`config.mk`:
```
export PLATFORM = sky130hd
export DESIGN_NAME = conv_mem_arbiter
export DESIGN_NICKNAME = d
export VERILOG_FILES = /design/src/rtl/conv_mem_arbiter.sv
export SDC_FILE = /design/constraint.sdc
export NUM_CORES = 1
export LEC_CHECK = 0
export ABC_AREA = 1
export ABC_CLOCK_PERIOD_IN_PS = 2530
export BUFFER_PORTS_ARGS = -buffer_cell sky130_fd_sc_hd__buf_2
export CAP_MARGIN = 5
export CORE_UTILIZATION = 43
export CTS_CLUSTER_SIZE = 20
export DETAILED_ROUTE_END_ITERATION = 7
export GPL_ROUTABILITY_DRIVEN = 0
export PLACE_DENSITY = 0.81
export SETUP_SLACK_MARGIN = 0.05
export SLEW_MARGIN = 15
export SYNTH_ARGS = -nofsm -noshare
export SYNTH_HDL_FRONTEND = slang
export SYNTH_SLANG_ARGS = --single-unit
```
`constraint.sdc`:
```
create_clock -name clk -period 2.53 [get_ports clk]
set_clock_uncertainty 0.1 [all_clocks]
set_input_delay 0.253 -clock clk [delete_from_list [all_inputs] [get_ports clk]]
set_output_delay 0.253 -clock clk [all_outputs]
set_load 0.01 [all_outputs]
```
`src/rtl/conv_mem_arbiter.sv`:
```
// conv_mem_arbiter: two-requester arbiter in front of the conv layer memories.
// Requester A is the conv writer, requester B the maxpool engine. Each cycle at
// most one request is granted (combinational gnt); the accepted request becomes
// a registered memory command the next cycle. Reads return rvalid to their owner
// two cycles after acceptance, with rdata a straight copy of cdata_rd.
// Ownership can be retained with lock, bounded by a starvation counter so a
// locked owner cannot hold the memory for more than STARVE_MAX grants while the
// other side waits.
// Ports:
//   clk, reset (async, active-high)
//   a_*/b_*  : req, we, lock, sel, addr, wdata in; gnt, rvalid, rdata out
//   cwr/crd/csel/caddr_wr/cdata_wr/caddr_rd : registered memory command
//   cdata_rd : memory read data, valid the cycle after crd
module conv_mem_arbiter #(
  parameter int AW         = 12,
  parameter int DW         = 20,
  parameter int STARVE_MAX = 8
) (
  input  logic          clk,
  input  logic          reset,
  input  logic          a_req,
  input  logic          a_we,
  input  logic          a_lock,
  input  logic [2:0]    a_sel,
  input  logic [AW-1:0] a_addr,
  input  logic [DW-1:0] a_wdata,
  output logic          a_gnt,
  output logic          a_rvalid,
  output logic [DW-1:0] a_rdata,
  input  logic          b_req,
  input  logic          b_we,
  input  logic          b_lock,
  input  logic [2:0]    b_sel,
  input  logic [AW-1:0] b_addr,
  input  logic [DW-1:0] b_wdata,
  output logic          b_gnt,
  output logic          b_rvalid,
  output logic [DW-1:0] b_rdata,
  output logic          cwr,
  output logic          crd,
  output logic [2:0]    csel,
  output logic [AW-1:0] caddr_wr,
  output logic [DW-1:0] cdata_wr,
  output logic [AW-1:0] caddr_rd,
  input  logic [DW-1:0] cdata_rd
);
  localparam int CW = $clog2(STARVE_MAX + 1);

  typedef enum logic [1:0] {IDLE, OWN_A, OWN_B} state_t;

  state_t        state, state_nxt;
  logic          ptr, ptr_nxt;          // 0 = A next on contention, 1 = B
  logic [CW-1:0] cnt, cnt_nxt;
  logic [CW-1:0] cnt_base, cnt_inc;
  logic          ga, gb, g_any, g_we, g_lock, other_req, starve;
  logic [2:0]    g_sel;
  logic [AW-1:0] g_addr;
  logic [DW-1:0] g_wdata;
  logic          rd_a_d1, rd_b_d1;      // read accepted last cycle, per owner

  // Grant decision
  always_comb begin
    ga = 1'b0;
    gb = 1'b0;
    case (state)
      IDLE: begin
        if (a_req && b_req) begin
          ga = ~ptr;
          gb = ptr;
        end else begin
          ga = a_req;
          gb = b_req;
        end
      end
      OWN_A:   ga = a_req;
      OWN_B:   gb = b_req;
      default: ;
    endcase
    if (reset) begin
      ga = 1'b0;
      gb = 1'b0;
    end
  end

  assign a_gnt   = ga;
  assign b_gnt   = gb;
  assign g_any   = ga | gb;
  assign g_we    = gb ? b_we    : a_we;
  assign g_lock  = gb ? b_lock  : a_lock;
  assign g_sel   = gb ? b_sel   : a_sel;
  assign g_addr  = gb ? b_addr  : a_addr;
  assign g_wdata = gb ? b_wdata : a_wdata;
  assign a_rdata = cdata_rd;
  assign b_rdata = cdata_rd;

  // Streak only continues when the grant stays with the current owner; a grant
  // from IDLE starts a fresh ownership, so it counts from zero.
  assign other_req = ga ? b_req : a_req;
  assign cnt_base  = ((ga && state == OWN_A) || (gb && state == OWN_B)) ? cnt : '0;
  assign cnt_inc   = cnt_base + CW'(1);
  assign starve    = other_req && (cnt_inc >= CW'(STARVE_MAX));

  // Next state; releasing always hands the pointer to the side just not served
  always_comb begin
    state_nxt = state;
    ptr_nxt   = ptr;
    cnt_nxt   = cnt;
    if (g_any) begin
      if (!g_lock || starve) begin
        state_nxt = IDLE;
        ptr_nxt   = ga;
        cnt_nxt   = '0;
      end else begin
        state_nxt = ga ? OWN_A : OWN_B;
        cnt_nxt   = other_req ? cnt_inc : '0;
      end
    end else if (state != IDLE) begin
      state_nxt = IDLE;
      ptr_nxt   = (state == OWN_A);
      cnt_nxt   = '0;
    end
  end

  always_ff @(posedge clk or posedge reset) begin
    if (reset) begin
      state <= IDLE;
      ptr   <= 1'b0;
      cnt   <= '0;
    end else begin
      state <= state_nxt;
      ptr   <= ptr_nxt;
      cnt   <= cnt_nxt;
    end
  end

  // Memory command and read-return pipeline
  always_ff @(posedge clk or posedge reset) begin
    if (reset) begin
      cwr      <= 1'b0;
      crd      <= 1'b0;
      csel     <= 3'b000;
      caddr_wr <= '0;
      cdata_wr <= '0;
      caddr_rd <= '0;
      rd_a_d1  <= 1'b0;
      rd_b_d1  <= 1'b0;
      a_rvalid <= 1'b0;
      b_rvalid <= 1'b0;
    end else begin
      cwr      <= g_any & g_we;
      crd      <= g_any & ~g_we;
      csel     <= g_any ? g_sel : 3'b000;
      if (g_any && g_we) begin
        caddr_wr <= g_addr;
        cdata_wr <= g_wdata;
      end
      if (g_any && !g_we) caddr_rd <= g_addr;
      rd_a_d1  <= ga & ~a_we;
      rd_b_d1  <= gb & ~b_we;
      a_rvalid <= rd_a_d1;
      b_rvalid <= rd_b_d1;
    end
  end
endmodule

```
==> results.tsv, run 1 <==
metric	value	unit
worst slack at placement	0.571	ns
crit path capture type	flip-flop	
most numerous cell in the Yosys netlist	nand2_1	
first-pass GRT wire length	9600	um
Syn Inst Count	304	
CP Max Fanout	65	
Syn Area/Cell	10.1	um^2
worst path required time	2.63	ns
final setup fails	0	
max_slew headroom	51.2	%
DIE AREA	7450	um^2
synthesis-stage register bit count	60	
Post-Route WL	6010	um
clock latency on the worst-skew pair	0.31	ns
crit path cell chain	nor2_2, nand3_2, nand2_1, inv_2, or2_2, buf_12, nand2_1, o21ai_2	
# nets final	498	
CTS tree	yes	
vias per inst	4.68	
crit-path max cell delay	0.43	ns
Syn-to-layout area delta	19.0	%
synth warn	0	
fmax	501	MHz
Synth top area share	49.1	%
final hold vios	0	
Ant. Diodes	0	
GRT overflow	0	
Critical Path AT	2.09	ns
sequential area share after synthesis	49.1	%
cell area after synthesis	3060	um^2
RSZ-0062 raised after global routing	false	
Post-Syn Nets	403	
Top cell by count, worst path	nand2_1	
Post-synth ARST share	100	%
dpl hpwl	4410	um
Vias	2327	
Max clock buf depth	2	
largest net degree at the start of global routing	66	
die height	86.3	um
min setup slack post-route	0.535	ns
core area	6830	um^2
Synth area leaders	dfrtp_1 49%, mux2i_1 10%, buf_4 9.8%	
crit-path leading delay family	simple AND/OR/NAND/NOR gates	
Post-synth top cells	62 x nand2_1, 60 x dfrtp_1, 40 x buf_4	
Gates resized, CTS repair	0	
CTS Sinks	60	
ys flop type	dfrtp_1	
VDD IR max	0.392	mV
Site Rows	30	
PwrDens	810	nW/um^2
io pins	191	
P_leak	0.00212	uW
port bufs	130	
DR pass1 iterations	6	
Final Instance Area	3640	um^2
initial antenna violation count	0	
worst min-delay path class	in2reg	
Post-synth EDFFs	0	
count of cell types in the netlist	28	
average routed wire per standard cell	12.1	um
worst slew pin tran	0.733	ns
placed inst area	3470	um^2
share of layout cells above drive strength 1	45.1	%
overall routing resource usage	16.7	%
reg-to-reg slack, setup	0.54	ns
Starting Density	44.8	%
DRC violations left	0	
min Tclk post-route	1.99	ns
H-tree lvl count	3	
vias in the first global route	2197	
period utilization	78.8	%
slowest cell on the critical path	dfrtp_1	
max cap viols	0	
post-CTS setup buffers	0	
CP startpoint kind	flip-flop	
Synth area leader	dfrtp_1	
clock-pin slew on the worst setup and hold paths	0.06	ns
Die X	86.3	um
Routed Antenna Nets	0	
Iteration-0 DRC Markers	84	
kind of critical path	reg2reg	
CP bufs+invs	2	
total CTS buffers	9	
status	complete, no violations	
root buf cell	clkbuf_8	
Setup TNS Final	0	ns
Pins Over Slew Limit	0	
## area by class of cell
type | count | area [um^2]
Multi-Input combinational cell | 172 | 1070
Fill cell | 635 | 3190
Clock inverter | 4 | 20.0
Clock buffer | 9 | 124
Inverter | 19 | 77.6
Timing Repair Buffer | 137 | 721
Sequential cell | 60 | 1500
Tap cell | 96 | 120
## registers in the layout (all words and copies together), names as in the netlist
register,count
caddr_wr,12
cnt,4
rd_b_d1,1
crd,1
b_rvalid,1
caddr_rd,12
state,2
a_rvalid,1
ptr,1
rd_a_d1,1
cdata_wr,20
csel,3
cwr,1
## cell usage in the layout (no fill, tap or decap), drive strengths merged, types with 2 or more instances in the layout
cell         Yosys  routed
nor2             9       9
nand3            7       7
clkinv           0       4
dlygate4sd3      0       2
nand2           62      62
clkbuf           2       9
inv             19      18
a22o             3       3
o22ai            2       2
dfrtp           60      60
mux2i           32      32
nand4            2       2
o21ai           48      48
buf             51     135
## path summary, 6_finish.rpt
check / startpoint / end / cells past startpoint
worst max-delay path: state[0]$_DFFE_PP0P_ / caddr_wr[11]$_DFFE_PP0P_ / 8
worst min register to register: rd_a_d1$_DFF_PP0_ / a_rvalid$_DFF_PP0_ / 0
max in group asynchronous: reset / cdata_wr[15]$_DFFE_PP0P_ / 3
min in group asynchronous: reset / state[1]$_DFFE_PP0P_ / 3
worst min-delay path: a_sel[0] / csel[0]$_DFF_PP0_ / 2
worst max register to register: state[0]$_DFFE_PP0P_ / caddr_wr[11]$_DFFE_PP0P_ / 8
## cell families (layout without fill, tap and decap cells)
group / count (synthesis) / after routing / synth area share [%]
and+or+nand+nor: 82 / 82 / 11.2
buffers and inverters: 72 / 169 / 15.8
DFF: 60 / 60 / 49.1
AOI/OAI and AO/OA: 56 / 56 / 12.8
muxes: 32 / 32 / 10.5
adders and majority gates: 1 / 1 / 0.409
xor gates and xnor gates: 1 / 1 / 0.286
## power breakdown
group / total [uW] / internal (uW) / switching (uW)
logic: 935 / 411 / 525
clock network: 661 / 331 / 330
registers: 1350 / 1220 / 133
total: 2950 / 1960 / 987
## through the flow
step,instances,hold slack (ns),util [%],total power [uW]
2_1_floorplan,304,0.219,-,1980
6_report,497,0.0602,53.3,2950
3_5_place_dp,482,0.241,50.9,2310
5_1_grt,497,0.0431,53.3,3160
4_1_cts,497,0.0431,53.3,2990
3_3_place_gp,482,0.237,50.9,2280
## timing repair
| action | in CTS | in global routing |
|---|---|---|
| hold buffers | 2 | 0 |
| endpoints found under the hold margin | 2 | 0 |
| setup endpoints to repair | 0 | 0 |
## routing by layer
layer / part of all wire, % / global-route usage, % / up-vias
met2: 49 / 28.0 / 98
met5: 0 / 0 / -
met1: 43 / 20.2 / 1077
met4: 0.57 / 6.67 / 0
met3: 7.0 / 4.95 / 4
li1: - / - / 1148
Power figures use the tool's default switching activity.
==> run 2: changes to the inputs <==
Settings changed: ABC_CLOCK_PERIOD_IN_PS 2530 to 1700, CORE_UTILIZATION 43 to 39, PLACE_DENSITY 0.81 to 0.77.
Clock period 2.53 ns to 1.7 ns, I/O delays scaled along.
==> run 2 against run 1 <==
Against the previous run:
- the flow now finishes with violations (negative setup slack)
- sequential share of layout area down 8.2 points
- global-route usage up 2.4 points
- combinational power grew 100%
- setup slack worse by 0.62 ns
- first-iteration DRC count fell by 17%
- non-clock buffer count is 41 higher
- die area increased by 10%
- critical endpoint is now ptr$_DFFE_PP0P_
==> results.tsv, run 2 (synthesis results as in run 1) <==
metric	value	unit	change
die height	90.6	um	+4.9%
Worst Hold Slack	0.0182	ns	-0.0420 ns
Cell Count, Final, Fillers Out	543		+9.3%
# nets final	539		+8.2%
most common cell after layout, fill and taps aside	buf_2		
Site Rows	31		+3.3%
share of layout cells above drive strength 1	62.2	%	+17 points
max cap viols	0		unchanged
Vias	2588		+11%
overall routing resource usage	19.1	%	+2.4 points
root buf cell	clkbuf_8		
CP startpoint kind	flip-flop		
total CTS buffers	9		unchanged
NetSw	1770	uW	+79%
largest reg by FF count	cdata_wr		
Pins Over Slew Limit	0		unchanged
Fillers	639		+0.63%
VDD IR max	0.831	mV	+110%
Reg power frac	40.7	%	-5.2 points
PwrDens	1130	nW/um^2	+39%
Critical R2R Capture	ptr$_DFFE_PP0P_		
Clk network pwr share	22.4	%	about the same
port bufs	130		unchanged
failing checks	negative setup slack		
final hold vios	0		unchanged
crit path capture type	flip-flop		
WHS Path Cells	3		+1
initial antenna violation count	0		unchanged
io pins	191		unchanged
Top cell by count, worst path	nand2_1		
RSZ-0062 raised after global routing	true		
slowest cell on the critical path	dfrtp_1		
Ant. Diodes	0		unchanged
CTS tree	yes		
max reg flops	20		unchanged
period utilization	105	%	+26 points
fmax	559	MHz	+12%
vias per inst	4.77		+1.8%
Largest regs	cdata_wr x20, caddr_rd x12, caddr_wr x12		
Iteration-0 DRC Markers	70		-17%
final setup fails	45		+45
Post-Route WL	7940	um	+32%
DR pass1 iterations	4		-2
Die X	90.6	um	+4.9%
H-tree lvl count	3		unchanged
combinational power share	36.9	%	+5.2 points
clock-pin slew on the worst setup and hold paths	0.07	ns	about the same
switch share	34.5	%	+1.0 points
Critical Path AT	1.92	ns	-0.17 ns
Final Instance Area	4540	um^2	+25%
average routed wire per standard cell	14.6	um	+21%
core area	7410	um^2	+8.4%
first-pass GRT wire length	12300	um	+28%
Multi-input gate area	1390	um^2	+29%
DRC violations left	0		unchanged
min setup slack post-route	-0.0887	ns	-0.624 ns
worst slew pin tran	0.763	ns	+0.0303 ns
clock latency on the worst-skew pair	0.33	ns	+0.02 ns
Pint	3360	uW	+71%
CP Max Fanout	5		-92%
vias in the first global route	2551		+16%
CTS Sinks	60		unchanged
crit path cell chain	nor2_2, nand3_4, buf_12, buf_12, o21ai_2, nor2_2, o21ai_2, nand2_1, nand2_1, nand2_1		
worst min-delay path class	in2reg		
worst path required time	1.83	ns	-0.80 ns
crit-path max cell delay	0.40	ns	-0.03 ns
Max clock buf depth	2		unchanged
P_leak	0.00242	uW	+14%
Starting Density	41.3	%	-3.5 points
reg-to-reg slack, setup	-0.09	ns	-0.62 ns
worst slack at placement	-0.104	ns	-0.675 ns
max_slew headroom	49.1	%	-2.0 points
placed insts	500		+3.7%
end of the worst hold path	cdata_wr[5]$_DFFE_PP0P_		
kind of critical path	reg2reg		
GRT overflow	0		unchanged
status	complete, but fails checks		
hold path startpoint	b_wdata[5]		
Syn-to-layout area delta	48.5	%	
worst r2r path cells	10		+2
min Tclk post-route	1.79	ns	-0.206 ns
Routed Antenna Nets	0		unchanged
Reg area	1500	um^2	unchanged
Critical R2R Launch	state[0]$_DFFE_PP0P_		
Util after Layout	61.3	%	+8.0 points
largest net degree at the start of global routing	61		-7.6%
commonest cells after routing, fill and taps aside	128 x buf_2, 60 x dfrtp_1, 30 x nand2_1		
placed inst area	3690	um^2	+6.1%
DIE AREA	8200	um^2	+10%
dpl hpwl	4910	um	+11%
==> run 2: cell types whose count changed in the layout (fill, tap and decap cells not counted), moves of 10 or more <==
cell,before,now
nand2_1,62,30
nand2_2,0,23
buf_4,4,19
o21ai_0,14,1
mux2i_1,32,21
buf_6,0,10
==> run 2: worst max path at each step <==
stage / startpoint / to / slack, ns
after floorplan: reset / cnt[2]$_DFFE_PP0P_ / -0.41
after global placement: ptr$_DFFE_PP0P_ / ptr$_DFFE_PP0P_ / -0.06
after detailed placement: state[1]$_DFFE_PP0P_ / ptr$_DFFE_PP0P_ / -0.10
after CTS: state[0]$_DFFE_PP0P_ / a_gnt / -0.05
after global routing: state[0]$_DFFE_PP0P_ / ptr$_DFFE_PP0P_ / -0.18
final: state[0]$_DFFE_PP0P_ / ptr$_DFFE_PP0P_ / -0.09
==> run 2: stage by stage <==
step / power [uW] / setup TNS [ns]
global route: 5420 / -5.32
finish: 5130 / -1.77
floorplan: 3020 / -2.35
detailed placement: 3590 / -1.37
global placement: 3540 / -0.0928
CTS: 4930 / -0.881
==> run 2: critical path: cells and delay by family (launching register included) <==
| family | cells | cell delay, ns |
|---|---|---|
| AOI/OAI and AO/OA | 2 | 0.37 |
| and+or+nand+nor | 6 | 0.53 |
| DFF | 1 | 0.40 |
| buffers and inverters | 2 | 0.28 |
==> run 2: per-layer routing <==
metal	global-route usage [%]	up-vias	routed length [um]
li1	-	1240	-
met1	21.2	1230	3120
met2	34.6	107	4180
met3	5.56	11	555
met4	6.32	0	88
met5	0	-	0
==> run 2: timing repair <==
action	in CTS	in global routing
resized for setup	42	46
cloned	1	4
buffers inserted	9	7
endpoints found under the setup margin	50	52
pin swaps	8	4
hold endpoints to repair	4	0
hold buffers	7	0
==> run 2: final cells by class <==
cell class                      instances  share of cell area, %
Clock buffer                           11                   3.33
Sequential cell                        60                   33.1
Tap cell                               99                   2.73
Multi-Input combinational cell        172                   30.6
Clock inverter                          4                  0.551
Inverter                               19                   1.93
Timing Repair Buffer                  178                   27.8
==> run 2: power groups by stage <==
stage	Clock [uW]	Combinational, uW	Sequential, uW
floorplan	0	788	2240
global route	1240	2050	2140
detailed placement	0	1530	2060
finish	1150	1890	2090
global placement	0	1490	2050
CTS	1170	1710	2050
